$ cat src/rtl/alu_arbiter.sv
// Round-robin two-port sequencer for the shared ALU. Latency: response 2 cycles after grant (MULDIV_CYCLES+1 for MUL/DIV).
// Backpressure: rsp_ready low holds the response in DONE and withholds all grants.
module alu_arbiter #(
  parameter int unsigned MULDIV_CYCLES = 4
) (
  input  logic        clk,
  input  logic        rst,
  input  logic        req0_valid,
  output logic        req0_ready,
  input  logic [2:0]  req0_op,
  input  logic [31:0] req0_a,
  input  logic [31:0] req0_b,
  input  logic        req1_valid,
  output logic        req1_ready,
  input  logic [2:0]  req1_op,
  input  logic [31:0] req1_a,
  input  logic [31:0] req1_b,
  output logic [31:0] alu_in1,
  output logic [31:0] alu_in2,
  output logic [2:0]  alu_op,
  input  logic [31:0] alu_out,
  output logic        rsp_valid,
  input  logic        rsp_ready,
  output logic        rsp_id,
  output logic [31:0] rsp_data,
  output logic        rsp_err
);

  localparam int unsigned CW = (MULDIV_CYCLES > 1) ? $clog2(MULDIV_CYCLES) : 1;

  typedef enum logic [1:0] {
    IDLE = 2'd0,
    EXEC = 2'd1,
    DONE = 2'd2
  } state_t;

  typedef struct packed {
    logic [2:0]  op;
    logic [31:0] a;
    logic [31:0] b;
  } opnd_t;

  state_t        state_q, state_d;
  opnd_t         opnd_q, opnd_d, req_sel;
  logic [CW-1:0] cnt_q, cnt_d;
  logic          last_q, last_d;
  logic          rsp_valid_q, rsp_valid_d;
  logic          rsp_id_q, rsp_id_d;
  logic [31:0]   rsp_data_q, rsp_data_d;
  logic          rsp_err_q, rsp_err_d;
  logic          can_grant, grant0, grant1;

  // On a tie the port that was not served last wins; last_q resets to 1 so port 0 wins first.
  always_comb begin
    can_grant = (state_q == IDLE) && !rst;
    grant0    = can_grant && req0_valid && (!req1_valid || last_q);
    grant1    = can_grant && req1_valid && (!req0_valid || !last_q);
  end

  always_comb begin
    req_sel.op = grant1 ? req1_op : req0_op;
    req_sel.a  = grant1 ? req1_a  : req0_a;
    req_sel.b  = grant1 ? req1_b  : req0_b;
  end

  always_comb begin
    state_d     = state_q;
    opnd_d      = opnd_q;
    cnt_d       = cnt_q;
    last_d      = last_q;
    rsp_valid_d = rsp_valid_q;
    rsp_id_d    = rsp_id_q;
    rsp_data_d  = rsp_data_q;
    rsp_err_d   = rsp_err_q;
    case (state_q)
      IDLE: begin
        if (grant0 || grant1) begin
          opnd_d   = req_sel;
          rsp_id_d = grant1;
          last_d   = grant1;
          cnt_d    = (req_sel.op[2:1] == 2'b11) ? CW'(MULDIV_CYCLES - 1) : '0;
          state_d  = EXEC;
        end
      end
      EXEC: begin
        if (cnt_q == '0) begin
          // Divide-by-zero is flagged here regardless of what the ALU produces.
          if (opnd_q.op == 3'b111 && opnd_q.b == 32'd0) begin
            rsp_data_d = 32'hFFFF_FFFF;
            rsp_err_d  = 1'b1;
          end else begin
            rsp_data_d = alu_out;
            rsp_err_d  = 1'b0;
          end
          rsp_valid_d = 1'b1;
          state_d     = DONE;
        end else begin
          cnt_d = cnt_q - CW'(1);
        end
      end
      DONE: begin
        if (rsp_ready) begin
          rsp_valid_d = 1'b0;
          state_d     = IDLE;
        end
      end
      default: state_d = IDLE;
    endcase
  end

  always_ff @(posedge clk) begin
    if (rst) begin
      state_q     <= IDLE;
      opnd_q      <= '0;
      cnt_q       <= '0;
      last_q      <= 1'b1;
      rsp_valid_q <= 1'b0;
      rsp_id_q    <= 1'b0;
      rsp_data_q  <= 32'd0;
      rsp_err_q   <= 1'b0;
    end else begin
      state_q     <= state_d;
      opnd_q      <= opnd_d;
      cnt_q       <= cnt_d;
      last_q      <= last_d;
      rsp_valid_q <= rsp_valid_d;
      rsp_id_q    <= rsp_id_d;
      rsp_data_q  <= rsp_data_d;
      rsp_err_q   <= rsp_err_d;
    end
  end

  assign req0_ready = grant0;
  assign req1_ready = grant1;
  assign alu_in1    = opnd_q.a;
  assign alu_in2    = opnd_q.b;
  assign alu_op     = opnd_q.op;
  assign rsp_valid  = rsp_valid_q;
  assign rsp_id     = rsp_id_q;
  assign rsp_data   = rsp_data_q;
  assign rsp_err    = rsp_err_q;

endmodule

$ cat config.mk
export PLATFORM = sky130hd
export DESIGN_NAME = alu_arbiter
export DESIGN_NICKNAME = d
export VERILOG_FILES = /design/src/rtl/alu_arbiter.sv
export SDC_FILE = /design/constraint.sdc
export NUM_CORES = 1
export LEC_CHECK = 0
export CELL_PAD_IN_SITES_DETAIL_PLACEMENT = 1
export CELL_PAD_IN_SITES_GLOBAL_PLACEMENT = 1
export CORE_UTILIZATION = 27
export DETAILED_ROUTE_END_ITERATION = 16
export PLACE_DENSITY = 0.77
export SYNTH_ARGS = -nofsm -noshare
export SYNTH_HDL_FRONTEND = slang
export SYNTH_SLANG_ARGS = --single-unit
$ cat constraint.sdc
create_clock -name clk -period 2.2 [get_ports clk]
set_clock_uncertainty 0.05 [all_clocks]
set_input_delay 0.44 -clock clk [delete_from_list [all_inputs] [get_ports clk]]
set_output_delay 0.44 -clock clk [all_outputs]
set_load 0.01 [all_outputs]
==> results of run 1 <==
## power by group
group / switching [W] / total [W] / internal, W
Clock: 0.000743 / 0.00154 / 0.000800
Sequential: 0.000124 / 0.00224 / 0.00212
Combinational: 0.000654 / 0.00150 / 0.000841
## layout make-up
type,count,area [sq um]
fillers,1952,9230
repair buffers,297,2970
multi-input cells,377,2380
flip-flops and latches,107,2140
well taps,225,282
clock buffers,12,246
clock inverters,4,26.3
inverters,4,15.0
## state kept, by name (all words and copies together), names as in the netlist
signal     flops
alu_in1       32
alu_in2       32
alu_op         3
cnt_q          2
last_q         1
rsp_data      32
rsp_err        1
rsp_id         1
rsp_valid      1
state_q        2
## worst paths after layout
path                                       startpoint                       end  slack [ns]  cells past startpoint
worst min-delay path                              rst   state_q[1]$_SDFFE_PP0P_        0.42                      3
worst min register to register    rsp_id$_SDFFE_PP0P_       rsp_id$_SDFFE_PP0P_        0.43                      2
worst max register to register  cnt_q[0]$_SDFFE_PP0P_  rsp_data[0]$_SDFFE_PP0P_        0.29                      6
worst max-delay path                       req1_valid                req0_ready        0.19                      5
## stage by stage
step / area [sq um] / power [W] / TNS (ns) / hold slack [ns]
final: 8060 / 0.00528 / 0 / 0.417
after global routing: 8060 / 0.00556 / 0 / 0.414
after CTS: 8060 / 0.00535 / 0 / 0.416
after detailed placement: 7790 / 0.00380 / -0.307 / 0.425
after global placement: 7790 / 0.00374 / -0.0888 / 0.409
after floorplan: 4790 / 0.00293 / 0 / 0.400
## cell families (layout without fill, tap and decap cells)
family                   after synthesis  in the layout  synth area share (%)
buffers and inverters                 52            317                  5.82
flip-flops                           107            107                  44.7
adder cells (fa/ha/maj)                1              1                 0.261
AO/OA/AOI/OAI                        109            109                  22.0
AND/OR/NAND/NOR                      232            232                  19.9
multiplexers                          35             35                  7.33
## worst register-to-register path, cell delays in order, from the launching register on
cell	delay, ns
dfxtp_1	0.30
inv_1	0.09
ha_1	0.20
nand3b_1	0.14
nand4b_1	0.25
or3_4	0.65
o21ai_1	0.16
## placed cells by master (no fill, tap or decap), types with 2 or more instances in the layout
cell	n
clkbuf_16	9
clkinv_2	2
nor4_1	6
o21ai_1	3
clkdlybuf4s50_1	271
buf_12	5
inv_1	3
dfxtp_1	107
nor2_1	71
clkbuf_1	2
nand2_1	137
a221oi_1	2
mux2i_1	34
nor4b_1	3
o21ai_2	29
a311oi_2	20
a211oi_1	2
nand2b_1	3
a311oi_1	46
dlygate4sd2_1	2
a21oi_1	3
nand3b_1	3
buf_4	19
## metal layers
metal  GRT usage [%]  wire, um  up-vias  share of wire, %
met1            22.4      7270     2354                40
met4            6.43       301        0               1.7
met5               0         0        -                 0
met3            6.32      1580       17               8.7
met2            36.3      9020      209                50
li1                -         -     2413                 -
==> reports/metrics.yaml, run 1 <==
route:
  drt.antenna.violating_nets: 0
  drc: 0
  viasPerCell: 4.87
  drt-initial-drc-count: 111
  vias: 4993
  routed_wl_mm: 18.2
  wire_per_inst_um: 17.7
  firstDrtPassIters: 4
logic_synthesis:
  synthDistinctLibCells: 37
  ys_seq_elements: 107
  syn-num-nets: 708
  ys_seq_area_share_pct: 44.7
  async_flop_share_pct: 0
  syn_inst: 536
  ys_top_cells_by_area: "dfxtp_1 45%, nand2_1 11%, a311oi_1 8.4%"
  synth_ff_type: "dfxtp_1"
  synth_area_sq_um: 4790
  synth_top_cell_by_area: "dfxtp_1"
  synth_edf_count: 0
  yosysWarningCount: 0
  synth_top_area_share_pct: 44.7
  syn_avg_cell_area_sq_um: 8.94
  synthTopCellsByCount: "137 x nand2_1, 107 x dfxtp_1, 71 x nor2_1"
  yosysMostFrequentCell: "nand2_1"
clock_network:
  numCtsBuffers: 9
  clock_latency_ns: 0.35
  clock_sinks: 107
  cts_tree: "built"
  cts_buffer_depth: 2
  cts_hold_buf: 0
  cts_resized: 2
  clock-root-buffer: "clkbuf_16"
  cts.clk_slew.worst_paths_ns: 0.07
  cts_max_level: 3
  postCtsSetupBuffers: 0
timing:
  max_freq_mhz: 499
  worst_slew_pin_slew_ns: 0.631
  maxSlewHeadroom_pct: 57.9
  rsz0062_at_grt: "no"
  final.period_utilization_pct: 91.2
  post-route-min-period_ns: 2.01
  setup_viol: 0
  slew_viol_final: 0
  hold_viol: 0
  worst_slack_ns: 0.195
pwr:
  power_density_nw_per_um2: 655
  vdd_ir_drop_max_mv: 0.376
  power_leakage_nw: 3.19
global_route:
  grt_max_degree: 102
  grt_antenna_before_repair: 0
  grt.overflow.total: 0
  grt_usage_pct: 20.2
  grt_pass1_vias: 5379
  grt_first_pass_wirelength_mm: 28.5
floorplanning:
  num_rows: 48
  core_area_sq_um: 17300
  ios: 275
  dieWidth_um: 135
  start_util_pct: 27.7
  die_area_sq_um: 18300
  die_h_um: 135
worst_setup_path:
  cp.arrival_ns: 1.52
  crit_path_end_kind: "primary output"
  path_buf_inv: 3
  crit_path_start_kind: "primary input"
  slowest_delay_ns: 0.55
  crit_family: "buffers and inverters"
  crit_chain: "clkdlybuf4s50_1 -> nand2b_1 -> nand3_1 -> inv_1 -> dlygate4sd2_1"
  required_ns: 1.71
  worstSetupPathType: "in2out"
  crit_path_max_fanout: 4
  slowest_stage: "clkdlybuf4s50_1"
placed_design:
  place_ws_ns: -0.0663
  io_buffers: 274
  routabilityCongestion: 0.806
  hpwlAfterDp_mm: 13.7
  dpl.cell_count: 1010
status:
  status: "finished clean"
finish:
  drive_gt1_share_pct: 11.6
  num_antenna_cells: 0
  final_nets: 968
  syn2layout_area_growth_pct: 68.2
  final_cell_count_no_fill: 1026
  final_util_pct: 46.6
job:
  cap_violations: 0
hold_path:
  hp-class: "in2reg"
No activity file was read; power rests on OpenSTA's default activity.
==> run 2, diff against run 1 <==
Settings changed: SLEW_MARGIN from default to 10.
==> results of run 2 <==
The final DEF is identical to that of run 1; final timing and power are the same.
